**src/rtl/vx_gbar_multi_unit_if.sv**
```systemverilog
// Request/release handshake bundle between the gbar arbiter and the multi-barrier unit.
// The master drives arrivals and consumes releases; the slave is the barrier unit.
interface vx_gbar_multi_unit_if #(
   parameter int NUM_BARRIERS = 8,
   parameter int NUM_CORES    = 16
);
   localparam int IDW = $clog2(NUM_BARRIERS);
   localparam int CW  = $clog2(NUM_CORES);

   logic           req_valid;
   logic [IDW-1:0] req_id;
   logic [CW-1:0]  req_size_m1;
   logic [CW-1:0]  req_core_id;
   logic           req_ready;
   logic           rsp_valid;
   logic [IDW-1:0] rsp_id;
   logic           rsp_ready;

   modport master (
      output req_valid, req_id, req_size_m1, req_core_id, rsp_ready,
      input  req_ready, rsp_valid, rsp_id
   );

   modport slave (
      input  req_valid, req_id, req_size_m1, req_core_id, rsp_ready,
      output req_ready, rsp_valid, rsp_id
   );
endinterface

```
**src/rtl/vx_gbar_multi_unit.sv**
```systemverilog
// Cluster global barrier unit: per-ID arrival masks, protocol error detection and a
// FIFO of pending release broadcasts with backpressure.
module vx_gbar_multi_unit #(
   parameter int NUM_BARRIERS = 8,
   parameter int NUM_CORES    = 16,
   parameter int RSP_QUEUE    = 4,
   parameter     INSTANCE_ID  = ""
) (
   input  logic                 clk,
   input  logic                 reset,
   vx_gbar_multi_unit_if.slave  bus,
   output logic                 error,
   output logic                 busy
);
   localparam int IDW = $clog2(NUM_BARRIERS);
   localparam int CW  = $clog2(NUM_CORES);
   localparam int QW  = $clog2(RSP_QUEUE);

   function automatic logic [CW:0] popcount(input logic [NUM_CORES-1:0] v);
      logic [CW:0] cnt;
      cnt = '0;
      for (int i = 0; i < NUM_CORES; i++) begin
         cnt = cnt + {{CW{1'b0}}, v[i]};
      end
      return cnt;
   endfunction

   logic [NUM_BARRIERS-1:0][NUM_CORES-1:0] mask_vec;
   logic [NUM_BARRIERS-1:0][CW-1:0]        size_vec;

   logic [NUM_CORES-1:0] cur_mask;
   logic [CW-1:0]        cur_size;
   logic [NUM_CORES-1:0] new_mask;
   logic [CW-1:0]        eff_size;
   logic                 accept;
   logic                 dup;
   logic                 first;
   logic                 mismatch;
   logic                 complete;
   logic                 update;
   logic                 push;
   logic                 pop;

   logic [IDW-1:0] q_mem_q [RSP_QUEUE];
   logic [QW-1:0]  wr_ptr_q, wr_ptr_d;
   logic [QW-1:0]  rd_ptr_q, rd_ptr_d;
   logic [QW:0]    count_q, count_d;
   logic           error_q, error_d;
   logic           q_full;
   logic           q_empty;

   assign q_full  = (count_q == (QW+1)'(RSP_QUEUE));
   assign q_empty = (count_q == '0);

   // Ready comes from registered occupancy only, so a same-cycle pop never opens it.
   assign bus.req_ready = !q_full;
   assign bus.rsp_valid = !q_empty;
   assign bus.rsp_id    = q_empty ? '0 : q_mem_q[rd_ptr_q];

   assign accept   = bus.req_valid && bus.req_ready;
   assign pop      = bus.rsp_valid && bus.rsp_ready;
   assign cur_mask = mask_vec[bus.req_id];
   assign cur_size = size_vec[bus.req_id];
   assign dup      = cur_mask[bus.req_core_id];
   assign first    = (cur_mask == '0);
   assign eff_size = first ? bus.req_size_m1 : cur_size;
   assign mismatch = !first && (bus.req_size_m1 != cur_size);
   assign new_mask = cur_mask | (NUM_CORES'(1) << bus.req_core_id);
   // size+1 fits in CW+1 bits, so the comparison cannot overflow.
   assign complete = (popcount(new_mask) == ({1'b0, eff_size} + (CW+1)'(1)));
   assign update   = accept && !dup;
   assign push     = update && complete;

   genvar gi;
   generate
      for (gi = 0; gi < NUM_BARRIERS; gi++) begin : g_bar
         logic [NUM_CORES-1:0] mask_q, mask_d;
         logic [CW-1:0]        size_q, size_d;

         always_comb begin
            mask_d = mask_q;
            size_d = size_q;
            if (update && (bus.req_id == IDW'(gi))) begin
               if (first) begin
                  size_d = bus.req_size_m1;
               end
               mask_d = complete ? '0 : new_mask;
            end
         end

         always_ff @(posedge clk) begin
            if (reset) begin
               mask_q <= '0;
               size_q <= '0;
            end else begin
               mask_q <= mask_d;
               size_q <= size_d;
            end
         end

         assign mask_vec[gi] = mask_q;
         assign size_vec[gi] = size_q;
      end
   endgenerate

   always_comb begin
      wr_ptr_d = wr_ptr_q;
      rd_ptr_d = rd_ptr_q;
      count_d  = count_q;
      error_d  = error_q;
      if (push) begin
         wr_ptr_d = wr_ptr_q + QW'(1);
      end
      if (pop) begin
         rd_ptr_d = rd_ptr_q + QW'(1);
      end
      if (push && !pop) begin
         count_d = count_q + (QW+1)'(1);
      end else if (pop && !push) begin
         count_d = count_q - (QW+1)'(1);
      end
      if (accept && (dup || mismatch)) begin
         error_d = 1'b1;
      end
   end

   always_ff @(posedge clk) begin
      if (reset) begin
         wr_ptr_q <= '0;
         rd_ptr_q <= '0;
         count_q  <= '0;
         error_q  <= 1'b0;
      end else begin
         wr_ptr_q <= wr_ptr_d;
         rd_ptr_q <= rd_ptr_d;
         count_q  <= count_d;
         error_q  <= error_d;
      end
   end

   // Queue storage needs no reset: entries are only visible behind count_q.
   always_ff @(posedge clk) begin
      if (push) begin
         q_mem_q[wr_ptr_q] <= bus.req_id;
      end
   end

   assign error = error_q;
   assign busy  = (|mask_vec) || !q_empty;

`ifdef VX_GBAR_TRACE
   always_ff @(posedge clk) begin
      if (!reset && accept) begin
         $display("%s gbar arrival id=%0d core=%0d size_m1=%0d", INSTANCE_ID,
                  bus.req_id, bus.req_core_id, bus.req_size_m1);
         if (dup || mismatch) begin
            $display("%s gbar protocol error id=%0d core=%0d dup=%0b size=%0b", INSTANCE_ID,
                     bus.req_id, bus.req_core_id, dup, mismatch);
         end
         if (push) begin
            $display("%s gbar release id=%0d", INSTANCE_ID, bus.req_id);
         end
      end
   end
`endif

endmodule

```
**src/flat_wrapper.sv**
```systemverilog
// flat-port wrapper written by rule: the top's interface ports become plain ports
module vx_gbar_multi_unit_flat 
#(
   parameter int NUM_BARRIERS = 8,
   parameter int NUM_CORES    = 16,
   parameter int RSP_QUEUE    = 4,
   parameter     INSTANCE_ID  = ""
)
  (clk, reset, error, busy, bus_req_valid, bus_req_id, bus_req_size_m1, bus_req_core_id, bus_rsp_ready, bus_req_ready, bus_rsp_valid, bus_rsp_id);
  vx_gbar_multi_unit_if #(.NUM_BARRIERS(NUM_BARRIERS), .NUM_CORES(NUM_CORES)) bus_i ();
  input  logic clk;
  input  logic reset;
  output logic error;
  output logic busy;
  input wire logic [$bits(bus_i.req_valid)-1:0] bus_req_valid;
  input wire logic [$bits(bus_i.req_id)-1:0] bus_req_id;
  input wire logic [$bits(bus_i.req_size_m1)-1:0] bus_req_size_m1;
  input wire logic [$bits(bus_i.req_core_id)-1:0] bus_req_core_id;
  input wire logic [$bits(bus_i.rsp_ready)-1:0] bus_rsp_ready;
  output wire logic [$bits(bus_i.req_ready)-1:0] bus_req_ready;
  output wire logic [$bits(bus_i.rsp_valid)-1:0] bus_rsp_valid;
  output wire logic [$bits(bus_i.rsp_id)-1:0] bus_rsp_id;
  assign bus_i.req_valid = bus_req_valid;
  assign bus_i.req_id = bus_req_id;
  assign bus_i.req_size_m1 = bus_req_size_m1;
  assign bus_i.req_core_id = bus_req_core_id;
  assign bus_i.rsp_ready = bus_rsp_ready;
  assign bus_req_ready = bus_i.req_ready;
  assign bus_rsp_valid = bus_i.rsp_valid;
  assign bus_rsp_id = bus_i.rsp_id;
  vx_gbar_multi_unit #(.NUM_BARRIERS(NUM_BARRIERS), .NUM_CORES(NUM_CORES), .RSP_QUEUE(RSP_QUEUE), .INSTANCE_ID(INSTANCE_ID)) u_core (.clk(clk), .reset(reset), .bus(bus_i), .error(error), .busy(busy));
endmodule
```
**config.mk**
```make
export PLATFORM = sky130hd
export DESIGN_NAME = vx_gbar_multi_unit_flat
export DESIGN_NICKNAME = d
export VERILOG_FILES = /design/src/rtl/vx_gbar_multi_unit_if.sv /design/src/rtl/vx_gbar_multi_unit.sv /design/src/flat_wrapper.sv
export SDC_FILE = /design/constraint.sdc
export NUM_CORES = 1
export LEC_CHECK = 0
export CORE_MARGIN = 5
export CORE_UTILIZATION = 53
export CTS_CLUSTER_DIAMETER = 60
export DETAILED_ROUTE_END_ITERATION = 12
export GPL_TIMING_DRIVEN = 0
export MAX_ROUTING_LAYER = met4
export PLACE_DENSITY = 0.7
export REMOVE_ABC_BUFFERS = 1
export SYNTH_ARGS = -nofsm -noshare
export SYNTH_HDL_FRONTEND = slang
export SYNTH_SLANG_ARGS = --single-unit
```
**constraint.sdc**
```tcl
create_clock -name clk -period 12.63 [get_ports clk]
set_input_delay 3.789 -clock clk [delete_from_list [all_inputs] [get_ports clk]]
set_output_delay 3.789 -clock clk [all_outputs]
set_load 0.1 [all_outputs]
```
## Word level (Yosys, flattened, before mapping)

Memories as Yosys holds them, arrays and structs flattened. A register that Yosys moved wholly into a read port is not among the register bits.
Index checks and enable logic that the tools add are counted.

- Flip-flop bits (word level): 168
- Memory bits (writable): 12
- Input port bits: 15
- Output and inout bits: 7
- Logic and storage cells: 107
- Memories kept: 1

Memories:

| name | words | width | read ports | clocked after Yosys merged registers in | wr ports | RTL line | RTL |
|---|---|---|---|---|---|---|---|
| u_core.q_mem_q | 4 | 3 | 1 | 1 | 1 | vx_gbar_multi_unit.sv:44 | `logic [IDW-1:0] q_mem_q [RSP_QUEUE];` |

- $add $sub $neg: 20
- Magnitude comparators: 2
- Equality and inequality tests: 10
- Shift-type cells: 1
- Mux-type cells: 15
- Bitwise gates (word level): 1
- Reduce and logical (&&, ||, !) cells: 37

Operators by type and width:

| cell | count |
|---|---|
| 128-bit OR reduction | 1 |
| 5-bit by 1-bit adder with 5-bit output | 14 |
| 16-bit binary-select mux with 3-bit select | 1 |
| 16-bit 2-to-1 mux | 2 |
| 1-bit logical AND | 16 |
| 16-bit logical NOT | 1 |
| 16-bit bitwise OR | 1 |
| 2-bit AND reduction | 8 |
| 1-bit by 4-bit << shifter with 16-bit output (first input constant) | 1 |
| 3-bit == test (second input constant) | 5 |
| 4-bit binary-select mux with 3-bit select | 1 |
| 3-bit 2-to-1 mux | 3 |
| 4-bit 2-to-1 mux | 2 |
| 3-bit by 2-bit == test with 1-bit output (second input constant) | 2 |
| 1-bit logical NOT | 6 |
| 3-bit logical NOT | 2 |
| 4-bit by 1-bit adder with 5-bit output (second input constant) | 1 |
| 5-bit == test | 1 |
| 4-bit by 5-bit less-than comparator with 1-bit output (second input constant) | 1 |
| 2-bit by 1-bit adder with 2-bit output (second input constant) | 2 |
| 1-bit binary-select mux with 4-bit select | 1 |
| 3-bit by 4-bit less-than comparator with 1-bit output (second input constant) | 1 |
| 2-bit 2-to-1 mux | 2 |
| 4-bit inequality test | 1 |
| 7 further kinds | 10 |

## Depth between registers and ports, before layout

- Depth in word-level cells: 24
- Gate-level depth with buffers: 30
- Mapped depth without buffers: 26

## Worst setup path before layout

No wires, ideal clock.

- Path type: input to register
- From: in bus_req_id[0]
- To: reg u_core.count_q[2]
- Setup time: 70 ps
- Arrival time: 11,320 ps
- Required time: 12,560 ps
- Setup slack: 1,239 ps
- Cell stages on the path: 29
- Path buffers: 5
- Cells stage by stage: clkbuf_1 > buf_1 > clkbuf_1 > clkbuf_1 > mux2_2 > a21o_1 > ha_1 > inv_1 > fa_1 > fa_1 > fa_1 > fa_1 > inv_1 > fa_1 > fa_1 > a21o_1 > nand2_1 > nand3_1 > a21boi_0 > nor2_1 > mux2i_4 > and3_1 > buf_2 > ha_1 > inv_1 > fa_1 > xor2_1 > or3_1 > a21oi_1

- Word-level cells in the longest chain between the ends: 23
- Elaborated cells between the ends (all ways): 34
- Classes of those cells: add/sub: 16; eq/ne: 1; mux: 8; bitwise: 1; reduce/logical: 8

Ends and longest elaborated chain:

| item | RTL line | RTL |
|---|---|---|
| start, declared | flat_wrapper.sv:16 | `input wire logic [$bits(bus_i.req_id)-1:0] bus_req_id;` |
| 16-bit binary-select mux with 3-bit select | vx_gbar_multi_unit.sv:62 | `assign cur_mask = mask_vec[bus.req_id];` |
| 16-bit 2-to-1 mux (implied by the code) | vx_gbar_multi_unit.sv:62 |  |
| 16-bit bitwise OR | vx_gbar_multi_unit.sv:68 | `assign new_mask = cur_mask \| (NUM_CORES'(1) << bus.req_core_id);` |
| 1-bit by 1-bit adder with 2-bit output | vx_gbar_multi_unit.sv:23 | `cnt = cnt + {{CW{1'b0}}, v[i]};` |
| 5-bit by 1-bit adder with 5-bit output (14 in a row) | vx_gbar_multi_unit.sv:23 |  |
| 5-bit == test | vx_gbar_multi_unit.sv:70 | `assign complete = (popcount(new_mask) == ({1'b0, eff_size} + (CW+1)'(1)));` |
| 1-bit logical AND (*) | vx_gbar_multi_unit.sv:72 | `assign push = update && complete;` |
| named net u_core.push | vx_gbar_multi_unit.sv:41 | `logic push;` |
| 1-bit logical NOT | vx_gbar_multi_unit.sv:119 | `end else if (pop && !push) begin` |
| 1-bit logical AND | vx_gbar_multi_unit.sv:119 |  |
| 2-bit nonzero test (no source line) | - |  |
| end signal, assigned | vx_gbar_multi_unit.sv:136 | `count_q <= count_d;` |
| end, declared | vx_gbar_multi_unit.sv:47 | `logic [QW:0] count_q, count_d;` |

Mark *: on every way through the listed nets, which the timed path passes. The rest lies on a longest branch. The select of a mux whose other input is x is not followed.
A chain may end at the register's enable or synchronous reset.

## Worst setup path after layout

- From: in bus_req_id[2]
- To: reg u_core.count_q[2]

- Word-level cells in the longest chain between the ends: 23
- Elaborated cells between the ends (all ways): 34
- Classes of those cells: add/sub: 16; eq/ne: 1; mux: 8; bitwise: 1; reduce/logical: 8

Ends and longest elaborated chain:

| item | RTL line |
|---|---|
| 16-bit binary-select mux with 3-bit select | vx_gbar_multi_unit.sv:62 |
| 16-bit 2-to-1 mux (implied by the code) | vx_gbar_multi_unit.sv:62 |
| 16-bit bitwise OR | vx_gbar_multi_unit.sv:68 |
| 1-bit by 1-bit adder with 2-bit output | vx_gbar_multi_unit.sv:23 |
| 5-bit by 1-bit adder with 5-bit output (14 in a row) | vx_gbar_multi_unit.sv:23 |
| 5-bit == test | vx_gbar_multi_unit.sv:70 |
| 1-bit logical AND (*) | vx_gbar_multi_unit.sv:72 |
| 1-bit logical NOT | vx_gbar_multi_unit.sv:119 |
| 1-bit logical AND | vx_gbar_multi_unit.sv:119 |
| 2-bit nonzero test (no source line) | - |

Every way passes the cells marked *; elsewhere a longest branch is shown, timed or not. The select of a mux whose other input is x is not followed.

==> impl_metrics.tcl <==
set metrics [dict create \
    vias_per_cell 6.65 \
    timing.final.crit_period_ns 11.05 \
    timing.slew.headroom 0.300 \
    grt_pass1_vias 6910 \
    drc 0 \
    syn-instance-count 837 \
    post-place-ws_ns 1.12 \
    synth-edff-count 12 \
    areaGrowthSynthToFinish_pct 11.3 \
    firstDrtPassIters 5 \
    use_met2 0.423 \
    fp.dieArea_sq_mm 0.0192 \
    post-route-period-util 0.875 \
    cp.required_ns 12.99 \
    synth.cell_area_sq_mm 0.00878 \
    crit_type "input pin to register" \
    synth-main-ff-cell "dfxtp_1" \
    ff_latch_area_sq_mm 0.00376 \
    ys_warn_count 0 \
    post-dp-hpwl_um 18800 \
    post-place-cells 1031 \
    skew_ns 0.0107 \
    final.fill_count 1334 \
    post_cts_resized 0 \
    multi_input_area_sq_mm 0.00477 \
    async_reset_ff_frac 0 \
    synth.yosys.seq_area_share 0.429 \
    initial_core_util 0.535 \
    grt_overflow_total 0 \
    grt_setup_unrepaired "no" \
    die_x_um 139 \
    cts_sinks 182 \
    hold_viol_final 0 \
    maxCapViolations 0 \
    wl_per_cell_um 24.1 \
    cts_hold_buf 0 \
    use_met1 0.356 \
    synth-seq-cells 182 \
    vdd_drop_max_mv 0.102 \
    cts_setup_buffers 0 \
    io_buffers 21 \
    start_kind "input pin" \
    grt_pass1_wl_um 40300 \
    vias 7068 \
    worst_pin_slew_ns 1.05 \
    power_leakage_uw 0.00360 \
    synth.avg_cell_area_sq_um 10.5 \
    grt.total_usage 0.275 \
    outcome "complete, no violations" \
    die_h_um 139 \
    diodes 0 \
    cellPowerDensity_mw_per_mm2 143 \
    ys_types 47 \
    cts_buffers 17 \
    hold_class "register to register" \
    io_pins 22 \
    coreArea_sq_mm 0.0164 \
    cts_tree "yes" \
    fin_ws_ns 1.58 \
    fmax_ghz 0.0905 \
    drt_iter0_markers 792 \
    grt_max_degree 48 \
    final_area_sq_mm 0.00977 \
    worstPathMaxFanout 42 \
    placement_rows 47 \
    slew_viol_final 0 \
    finalSetupTns_ns 0 \
    grt_antenna_before_repair 0 \
    place_congestion 1.03 \
    gr-usage-met3 0.0514 \
    clk_pin_slew_ns 0.07 \
    crit_arrival_ns 11.41 \
    ant_nets 0 \
    top_usage_layer "met2" \
    setup_viol 0 \
    drive_gt1_frac 0.155 \
    wl_um 25600 \
    worstSetupEndpointType "register" \
    root_buffer "clkbuf_16" \
    clock_latency_ns 0.44 \
    cts.path.max_buffers 2 \
    placed_cell_area_sq_mm 0.00919 \
    finalNetCount 867 \
    cts-htree-levels 4 \
    fin_util 0.596 \
    instances_no_fill 1063 \
]
## where the power goes
part	switching [uW]	leakage [uW]	total [uW]	internal [uW]
clock network	250	0.000264	511	261
registers	10.6	0.00148	603	592
logic	203	0.00186	287	84.3
## cell families (layout without fill, tap and decap cells)
group                      after synthesis  after routing  synth area share
buffers and inverters                   70             76            0.0312
DFF                                    182            182             0.429
muxes                                   91             91             0.178
AOI/OAI and AO/OA                      199            199             0.162
and+or+nand+nor                        257            257             0.143
xor gates and xnor gates                16             16            0.0168
adders and majority gates               22             22            0.0408
## stage by stage
| step | hold slack (ns) | total power (uW) |
|---|---|---|
| global placement | 0.440 | 888 |
| global route | 0.483 | 1450 |
| finish | 0.461 | 1400 |
| CTS | 0.460 | 1400 |
| detailed placement | 0.451 | 900 |
| floorplan | 0.423 | 809 |
## synthesized netlist by cell type (3+ instances only)
library cell / number / area share
ha_1: 11 / 0.016
o21ai_0: 65 / 0.037
inv_1: 15 / 0.0064
xor2_1: 9 / 0.0090
a21o_1: 4 / 0.0034
a221oi_1: 4 / 0.0040
edfxtp_1: 12 / 0.041
a211oi_2: 6 / 0.0086
or3_1: 3 / 0.0021
nand3_1: 23 / 0.013
xnor2_1: 6 / 0.0060
a21oi_1: 32 / 0.018
buf_1: 11 / 0.0047
nor2_1: 37 / 0.016
o211ai_1: 10 / 0.0086
nand2_1: 99 / 0.042
clkbuf_1: 37 / 0.016
mux2i_1: 27 / 0.031
or2_2: 6 / 0.0043
a31oi_1: 4 / 0.0028
buf_2: 6 / 0.0034
fa_1: 11 / 0.025
and2_1: 15 / 0.011
nand4_1: 7 / 0.0050
nand2b_1: 4 / 0.0028
dfxtp_1: 170 / 0.39
nor4_1: 40 / 0.029
a22o_1: 65 / 0.065
nor2b_1: 13 / 0.0093
mux2_2: 12 / 0.015
mux4_2: 50 / 0.13
a22oi_1: 3 / 0.0026
## layout make-up
cell class / count / share of cell area
Tap cell: 220 / 0.0282
Timing Repair Buffer: 29 / 0.0348
Inverter: 15 / 0.00576
Sequential cell: 182 / 0.385
Clock buffer: 18 / 0.0439
Clock inverter: 14 / 0.0138
Multi-Input combinational cell: 585 / 0.488
## per-layer routing
layer  share of wire  wire, um
met2            0.47     12000
met5               0         0
met3           0.092      2350
met4           0.042      1080
met1            0.40     10100
## critical path, stage by stage
cell      delay, ns
buf_4          0.23
buf_16         0.30
mux4_2         0.64
nor2b_1        0.18
a221o_1        0.30
ha_1           0.28
inv_1          0.04
fa_1           0.45
fa_1           0.52
fa_1           0.43
fa_1           0.49
inv_1          0.05
fa_1           0.40
fa_1           0.41
a21o_1         0.20
nand2_1        0.10
nand3_1        0.08
a21boi_0       0.20
nor2_1         0.11
mux2i_4        0.44
and3_1         0.37
ha_1           0.23
inv_1          0.07
fa_1           0.43
xor2_1         0.16
or3_1          0.31
a21oi_1        0.15
## final timing paths
path         cells past startpoint  slack [ns]                       from                        end
min reg2reg                      2        0.46  u_core.g_bar[5].size_q[3]  u_core.g_bar[5].size_q[3]
min                              2        0.46  u_core.g_bar[5].size_q[3]  u_core.g_bar[5].size_q[3]
max                             27        1.58              bus_req_id[2]          u_core.count_q[2]
max reg2reg                     25        5.24  u_core.g_bar[0].mask_q[0]          u_core.count_q[2]
## cells in the final DEF, fill, tap and decap left out, types with 6 or more instances in the layout
cell and n:
xor2_1 9, xnor2_1 6, dfxtp_1 170, mux2_2 12, a22o_1 65, nand4_1 7
a21oi_2 8, and2_1 15, o21ai_0 65, fa_1 11, nand2_1 99, ha_1 11
nor2b_1 13, o211ai_1 10, nor4_1 40, a211oi_2 6, nor2_1 37, nand3_1 23
a21oi_1 24, edfxtp_1 12, inv_1 15, mux2i_1 27, clkbuf_16 17, clkdlybuf4s50_1 17
mux4_2 50, or2_2 6
## state kept, by name, indices dropped and copies added, names as in the netlist, named ones only
register and count:
u_core.wr_ptr_q 2, u_core.count_q 3, u_core.error 1, u_core.q_mem_q 12, u_core.g_bar.mask_q 128, u_core.rd_ptr_q 2, u_core.g_bar.size_q 32
(Power assumes the default switching activity.)
